File: src/rtl/aes_pkg.sv
// Shared definitions for the AES block-mode decryption controller:
// default block width, chaining-mode encodings and FSM states.
package aes_pkg;

  localparam int BLOCK_W_DEF = 128;

  localparam logic MODE_ECB = 1'b0;
  localparam logic MODE_CBC = 1'b1;

  typedef enum logic [1:0] {
    ST_IDLE  = 2'd0,
    ST_ISSUE = 2'd1,
    ST_WAIT  = 2'd2,
    ST_EMIT  = 2'd3
  } state_e;

endpackage

File: src/rtl/aes_blk_fifo.sv
// Synchronous block FIFO with flush and occupancy count. Head entry is
// visible on rdata_o whenever the FIFO is non-empty.
module aes_blk_fifo
  import aes_pkg::*;
#(
  parameter int W     = BLOCK_W_DEF + 1,
  parameter int DEPTH = 4,
  localparam int AW   = $clog2(DEPTH),
  localparam int CW   = AW + 1
) (
  input  logic          clk_i,
  input  logic          rst_i,
  input  logic          flush_i,
  input  logic          push_i,
  input  logic [W-1:0]  wdata_i,
  input  logic          pop_i,
  output logic [W-1:0]  rdata_o,
  output logic [CW-1:0] count_o,
  output logic          empty_o
);

  logic [W-1:0]  mem_q [DEPTH];
  logic [AW-1:0] wr_ptr_q;
  logic [AW-1:0] rd_ptr_q;
  logic [CW-1:0] count_q;

  always_ff @(posedge clk_i) begin
    if (push_i) begin
      mem_q[wr_ptr_q] <= wdata_i;
    end
  end

  always_ff @(posedge clk_i) begin
    if (rst_i || flush_i) begin
      wr_ptr_q <= '0;
      rd_ptr_q <= '0;
      count_q  <= '0;
    end else begin
      if (push_i) begin
        wr_ptr_q <= wr_ptr_q + AW'(1);
      end
      if (pop_i) begin
        rd_ptr_q <= rd_ptr_q + AW'(1);
      end
      case ({push_i, pop_i})
        2'b10:   count_q <= count_q + CW'(1);
        2'b01:   count_q <= count_q - CW'(1);
        default: count_q <= count_q;
      endcase
    end
  end

  assign rdata_o = mem_q[rd_ptr_q];
  assign count_o = count_q;
  assign empty_o = (count_q == CW'(0));

endmodule

File: src/rtl/aes_dec_mode_ctrl.sv
// Streams ciphertext blocks through an iterative AES decryption core one at
// a time and applies ECB or CBC chaining to the results.
module aes_dec_mode_ctrl
  import aes_pkg::*;
#(
  parameter int BLOCK_W = BLOCK_W_DEF,
  parameter int DEPTH   = 4,
  parameter int CNT_W   = 16
) (
  input  logic               clk,
  input  logic               rest,
  input  logic               msg_start,
  input  logic               mode,
  input  logic [BLOCK_W-1:0] iv,
  input  logic               in_valid,
  output logic               in_ready,
  input  logic [BLOCK_W-1:0] in_data,
  input  logic               in_last,
  output logic               out_valid,
  input  logic               out_ready,
  output logic [BLOCK_W-1:0] out_data,
  output logic               out_last,
  output logic               core_start,
  output logic [BLOCK_W-1:0] core_data,
  input  logic               core_done,
  input  logic [BLOCK_W-1:0] core_result,
  output logic               busy,
  output logic               msg_done,
  output logic [CNT_W-1:0]   blk_cnt
);

  localparam int CW = $clog2(DEPTH) + 1;

  state_e             state_q;
  logic               mode_q;
  logic [BLOCK_W-1:0] prev_q;
  logic               last_q;
  logic [BLOCK_W-1:0] core_data_q;
  logic               core_start_q;
  logic               out_valid_q;
  logic [BLOCK_W-1:0] out_data_q;
  logic               out_last_q;
  logic               msg_done_q;
  logic               busy_q;
  logic [CNT_W-1:0]   blk_cnt_q;

  logic             fifo_push;
  logic             fifo_pop;
  logic             fifo_flush;
  logic             fifo_empty;
  logic [CW-1:0]    fifo_count;
  logic [BLOCK_W:0] fifo_head;

  assign in_ready   = (fifo_count < CW'(DEPTH)) && (state_q != ST_IDLE);
  assign fifo_push  = in_valid && in_ready;
  assign fifo_pop   = (state_q == ST_ISSUE) && !fifo_empty;
  // Holding the flush for all of IDLE also drops blocks that trailed in_last.
  assign fifo_flush = (state_q == ST_IDLE);

  aes_blk_fifo #(
    .W     (BLOCK_W + 1),
    .DEPTH (DEPTH)
  ) u_fifo (
    .clk_i   (clk),
    .rst_i   (rest),
    .flush_i (fifo_flush),
    .push_i  (fifo_push),
    .wdata_i ({in_last, in_data}),
    .pop_i   (fifo_pop),
    .rdata_o (fifo_head),
    .count_o (fifo_count),
    .empty_o (fifo_empty)
  );

  always_ff @(posedge clk) begin
    if (rest) begin
      state_q      <= ST_IDLE;
      mode_q       <= MODE_ECB;
      prev_q       <= '0;
      last_q       <= 1'b0;
      core_data_q  <= '0;
      core_start_q <= 1'b0;
      out_valid_q  <= 1'b0;
      out_data_q   <= '0;
      out_last_q   <= 1'b0;
      msg_done_q   <= 1'b0;
      busy_q       <= 1'b0;
      blk_cnt_q    <= '0;
    end else begin
      core_start_q <= 1'b0;
      msg_done_q   <= 1'b0;
      case (state_q)
        ST_IDLE: begin
          if (msg_start) begin
            mode_q    <= mode;
            prev_q    <= iv;
            blk_cnt_q <= '0;
            busy_q    <= 1'b1;
            state_q   <= ST_ISSUE;
          end
        end
        ST_ISSUE: begin
          if (!fifo_empty) begin
            core_data_q  <= fifo_head[BLOCK_W-1:0];
            last_q       <= fifo_head[BLOCK_W];
            core_start_q <= 1'b1;
            state_q      <= ST_WAIT;
          end
        end
        ST_WAIT: begin
          if (core_done) begin
            out_data_q  <= (mode_q == MODE_CBC) ? (core_result ^ prev_q) : core_result;
            out_last_q  <= last_q;
            out_valid_q <= 1'b1;
            if (mode_q == MODE_CBC) begin
              prev_q <= core_data_q;
            end
            state_q <= ST_EMIT;
          end
        end
        ST_EMIT: begin
          if (out_ready) begin
            out_valid_q <= 1'b0;
            blk_cnt_q   <= blk_cnt_q + CNT_W'(1);
            if (last_q) begin
              msg_done_q <= 1'b1;
              busy_q     <= 1'b0;
              state_q    <= ST_IDLE;
            end else begin
              state_q <= ST_ISSUE;
            end
          end
        end
        default: begin
          busy_q  <= 1'b0;
          state_q <= ST_IDLE;
        end
      endcase
    end
  end

  assign core_start = core_start_q;
  assign core_data  = core_data_q;
  assign out_valid  = out_valid_q;
  assign out_data   = out_data_q;
  assign out_last   = out_last_q;
  assign msg_done   = msg_done_q;
  assign busy       = busy_q;
  assign blk_cnt    = blk_cnt_q;

endmodule

File: config.mk
export PLATFORM = sky130hd
export DESIGN_NAME = aes_dec_mode_ctrl
export DESIGN_NICKNAME = d
export VERILOG_FILES = /design/src/rtl/aes_pkg.sv /design/src/rtl/aes_blk_fifo.sv /design/src/rtl/aes_dec_mode_ctrl.sv
export SDC_FILE = /design/constraint.sdc
export NUM_CORES = 1
export LEC_CHECK = 0
export BUFFER_PORTS_ARGS = -buffer_cell sky130_fd_sc_hd__buf_2
export CORE_ASPECT_RATIO = 1.2
export CORE_MARGIN = 5
export CORE_UTILIZATION = 47
export DETAILED_ROUTE_END_ITERATION = 12
export PLACE_DENSITY = 0.7
export SLEW_MARGIN = 20
export SYNTH_ARGS = -nofsm -noshare
export SYNTH_HDL_FRONTEND = slang
export SYNTH_SLANG_ARGS = --single-unit
File: constraint.sdc
create_clock -name clk -period 12.8 [get_ports clk]
set_input_delay 2.56 -clock clk [delete_from_list [all_inputs] [get_ports clk]]
set_output_delay 2.56 -clock clk [all_outputs]
set_load 0.02 [all_outputs]
### After elaboration in Yosys (flattened, before gate mapping)

Memories as Yosys holds them, arrays and structs flattened. A register that Yosys moved wholly into a read port is not among the register bits.
Index checks and enable logic that the tools add are counted.

| storage, ports and cells | value |
|---|---|
| register bits after elaboration | 287 |
| memory bits (writable) | 516 |
| input port bits | 392 |
| output and inout port bits | 278 |
| word-level logic and storage cells | 84 |
| memories | 1 |

| cells by class | value |
|---|---|
| add/sub/neg operators | 5 |
| order comparisons | 1 |
| equal/unequal tests | 11 |
| multiplexer cells | 26 |
| bitwise logic cells | 5 |
| reduce and logical (&&, ||, !) cells | 22 |

Memory list:

| name | depth | width | rd ports | clocked after Yosys merged registers in | wr ports | line | text |
|---|---|---|---|---|---|---|---|
| u_fifo.mem_q | 4 | 129 | 1 | 1 | 1 | aes_blk_fifo.sv:22 | `logic [W-1:0] mem_q [DEPTH];` |

Operator list:

| cell | number |
|---|---|
| $mux 128 | 4 |
| $pmux 128 s2 | 1 |
| $xor 128x128->128 | 1 |
| $mux 16 | 2 |
| $pmux 16 s2 | 1 |
| $add 16x1->16 const B | 1 |
| $ne 2x2->1 const B | 6 |
| $reduce_and 4->1 | 3 |
| $mux 1 | 10 |
| $reduce_bool 2->1 | 5 |
| $mux 2 | 4 |
| $pmux 2 s4 | 1 |
| $eq 2x2->1 const B | 3 |
| $pmux 3 s2 | 1 |
| $reduce_and 2->1 | 3 |
| $reduce_and 3->1 | 2 |
| $add 2x1->2 const B | 2 |
| $eq 2x1->1 const B | 2 |
| $not 1->1 | 4 |
| $pmux 1 s2 | 2 |
| $add 3x1->3 const B | 1 |
| $logic_and 1x1->1 | 3 |
| $logic_not 3->1 | 1 |
| $lt 3x3->1 const B | 1 |
| 6 further kinds | 6 |

### Depth between registers and ports, before layout

| depth | value |
|---|---|
| depth after elaboration | 5 |
| depth in mapped cells | 10 |
| mapped depth without buffers | 9 |

### Modules after synthesis

A second synthesis with hierarchy kept.

| second synthesis, totals | value |
|---|---|
| cells, all modules | 2689 |
| area total of the unflattened synthesis | 36089.6 um^2 |

Modules (own cells, without submodules):

| module | times used | cells an instance | area each (um^2) | sequential area each (um^2) |
|---|---|---|---|---|
| aes_blk_fifo | 1 | 720 | 19055.8 | 15675.0 |
| aes_dec_mode_ctrl | 1 | 1969 | 17033.8 | 8187.9 |

### Least setup slack after synthesis

Ideal clock, no wire load.

| timing | value |
|---|---|
| path type | in2reg |
| from | in in_valid |
| to | mem u_fifo.mem_q[0][0] (netlist bit), enable pin |
| setup time | 0.503 ns |
| data arrival time | 6.118 ns |
| path slack | 6.179 ns |
| stages on the path | 2 |
| buffers on the path | 0 |
| cells stage by stage | nor3b_1 > and2_1 |

| on the way | value |
|---|---|
| cells in the longest elaborated chain, start to end | 3 |

Ends and longest elaborated chain:

| item | line | text |
|---|---|---|
| start: declaration | aes_dec_mode_ctrl.sv:15 | `input logic in_valid,` |
| $logic_and 1x1->1 | aes_dec_mode_ctrl.sv:55 | `assign fifo_push = in_valid && in_ready;` |
| $mux 1 | aes_blk_fifo.sv:28 | `if (push_i) begin` |
| $mux 1 (not written as such) | aes_blk_fifo.sv:29 | `mem_q[wr_ptr_q] <= wdata_i;` |
| end: declaration | aes_blk_fifo.sv:22 |  |

No other way between the ends.

### Worst setup path after layout

| timing | value |
|---|---|
| from | in core_done |
| to | reg out_data_q[96], in the netlist out_data[96] |

| on the way | value |
|---|---|
| cells in the longest elaborated chain, start to end | 1 |

Ends and longest elaborated chain:

| item | line | text |
|---|---|---|
| start: declaration | aes_dec_mode_ctrl.sv:25 | `input logic core_done,` |
| $reduce_and 2->1 (no source line) | -- |  |
| end signal: assignment | aes_dec_mode_ctrl.sv:112 | `out_data_q <= (mode_q == MODE_CBC) ? (core_result ^ prev_q) : core_result;` |
| end: declaration | aes_dec_mode_ctrl.sv:41 | `logic [BLOCK_W-1:0] out_data_q;` |

No other way between the ends.
A chain may end at the register's enable or synchronous reset.

==> reports/metrics.cfg <==
[job]
cap_violations = 0

[yosys]
synthTopCellsByCount = 516 x edfxtp_1, 416 x dfxtp_1, 396 x nand2_1, 273 x nor2_1, 257 x a211oi_1
async_flop_share_pct = 0
ys.warnings.count = 0
ys_seq_area_share_pct = 66.45
syn_area_per_cell_um2 = 13.33
synthMostInstantiatedCell = edfxtp_1
synth_largest_area_cell = edfxtp_1
ys_seq_elements = 932
synth_area_um2 = 35850
synth_edf_count = 516
syn-num-nets = 3092
netlist_top_cells_area = edfxtp_1 43%, dfxtp_1 23%, mux4_2 8.1%
netlist.area_leader.share_pct = 43.22
synth_cells = 2689
synth_cell_types = 43
synth-main-ff-cell = edfxtp_1

[power_and_ir_drop]
p_int_uw = 5763
p_leak_uw = 0.01521
seq_power_share_pct = 47.1
p_per_area_nw_per_um2 = 188.6
p_sw_uw = 2348
ir_drop_uv = 156.0
comb_power_share_pct = 20.4
clkPwrFrac_pct = 32.5
power_switching_share_pct = 28.95

[detailed_routing]
vias = 23290
vias_per_cell = 5.293
dr.pass1.iters = 5
wire_per_inst_um = 21.37
drc_errors = 0
first_iter_violations = 1547
routed_wl_um = 94030
antenna_left = 0

[sta]
tightest_slew_ps = 1145
hold_viol_final = 0
skew_ps = 22.68
fmax_mhz = 203.4
fin_tns_setup_ps = 0
fin_crit_sh_pct = 38.41
relSlewSlack_pct = 23.64
rsz0062_at_grt = no
worst_slack_ps = 7884
setup_viol = 0
fin_crit_ps = 4916
maxSlewViolCount = 0

[floorplan]
initial_utilization_pct = 47.19
die_h_um = 312.6
die_w_um = 262.1
dieArea_um2 = 81930
placementRows = 111
coreArea_um2 = 75970
pin_count = 670

[critical_path]
worstPathRequired_ps = 13320
crit_arrival_ps = 5440
cp-start-kind = input port
cp_max_fo = 93
critPathCaptureType = flip-flop
critPathKind = in -> reg

[clock_tree]
clock-sinks = 932
clk_path_buf_depth = 3
root_buffer = clkbuf_16
cts_resized = 0
path_clk_slew_ps = 60
clock_latency_ps = 630
cts_made_buffers = 89
htree_levels = 3
post_cts_buffers = 0
cts_tree = built
cts_hold_buf = 0

[finish]
nets = 3688
area_delta_synth_final_pct = 19.98
drive_gt1_share_pct = 29.17
final_cells = 4400

[placement]
portBuffers = 669
dpl.cell_count = 4211
dp_hpwl_um = 63450
place_ws_ps = 7203
gp_congestion = 0.8237

[global_route]
grt_usage_pct = 22.25
antenna_found_initial = 39
overflow = 0
grt_pass1_vias = 23040
grt_max_degree = 185
grt_pass1_wl_um = 140600

[status]
status = finished clean

[min_path]
min_path_type = reg -> reg

-- flip-flops by register name, indices dropped and copies added (netlist names) --
| signal | flops |
|---|---|
| out_valid | 1 |
| core_data | 128 |
| out_last | 1 |
| blk_cnt | 16 |
| last_q | 1 |
| prev_q | 128 |
| u_fifo.wr_ptr_q | 2 |
| u_fifo.rd_ptr_q | 2 |
| busy | 1 |
| out_data | 128 |
| core_start | 1 |
| u_fifo.count_o | 3 |
| u_fifo.mem_q | 516 |
| state_q | 2 |
| mode_q | 1 |
| msg_done | 1 |
-- logic make-up (layout without fill, tap and decap cells) --
kind of cell | Yosys count | count (layout) | synth area share (%)
flops | 932 | 932 | 66.45
fa+ha+maj | 11 | 11 | 0.4048
xor+xnor | 136 | 136 | 3.322
other cells | 0 | 23 | 0
mux | 261 | 261 | 11.79
buf+inv | 204 | 875 | 2.293
simple gates | 717 | 717 | 7.870
compound gates | 428 | 428 | 7.870
-- placed cells by master, fill, tap and decap left out, types with 2 or more instances in the layout --
cell and instances:
clkbuf_8 11, a211oi_1 257, edfxtp_1 516, ha_1 9, buf_4 27, nor2b_1 3
mux2i_1 131, bufinv_16 7, mux4_2 129, nand4_1 5, diode_2 23, nand2b_1 4
or4_1 4, clkinvlp_2 2, nor2_1 273, o31ai_1 4, a21oi_1 145, inv_6 2
clkbuf_16 93, nand2_1 396, clkinv_2 14, clkinvlp_4 5, or3_1 7, dfxtp_4 3
xor2_1 133, clkbuf_1 19, clkinv_4 2, o21ai_0 14, inv_1 11, clkinv_1 10
nor3_1 3, and2_4 5, xnor2_1 3, and2_1 2, dfxtp_1 413, nand3_1 8
buf_2 668
-- final timing paths --
kind                 startpoint            end  slack, ps  depth (start not counted)
hold / removal    core_data[73]  core_data[73]        470                          2
setup / recovery      core_done   out_data[96]       7880                          6
hold reg to reg   core_data[73]  core_data[73]        470                          2
setup reg to reg     state_q[0]     prev_q[81]       8790                          9
-- cell type report --
class	instances	area [µm²]
Clock inverter	43	416.7
Fill cell	6269	32950
Sequential cell	932	23830
Antenna cell	23	57.56
Inverter	12	47.55
Clock buffer	123	2550
Multi-Input combinational cell	1553	11260
Timing Repair Buffer	697	3581
Tap cell	1017	1272
-- metal layers --
layer	global-route usage, %	routed length (µm)
met5	0	192
met4	6.988	2665
met3	5.510	6952
met2	37.88	47360
met1	28.11	36860
-- through the flow --
step | hold WS (ps) | power [µW] | util [%] | area (µm²)
2_1_floorplan | 457.6 | 5046 | - | 35850
4_1_cts | 473.4 | 8179 | 56.54 | 42950
5_1_grt | 500.3 | 8522 | 56.59 | 42990
3_5_place_dp | 464.1 | 5538 | 52.64 | 39990
6_report | 470.3 | 8111 | 56.62 | 43020
3_3_place_gp | 458.3 | 5494 | 52.64 | 39990
-- power by group through the flow --
stage	registers, µW	logic, µW	clock network [µW]
after floorplan	3940	1100	0
after global placement	3870	1630	0
after detailed placement	3880	1660	0
after CTS	3820	1660	2700
after global routing	3860	1830	2830
final	3820	1650	2640
-- worst max-delay path, stage by stage --
cell,delay [ps]
buf_2,100
and2_4,650
buf_4,800
buf_4,850
nor2_1,110
a211oi_1,240
No activity file was read; power rests on OpenSTA's default activity.
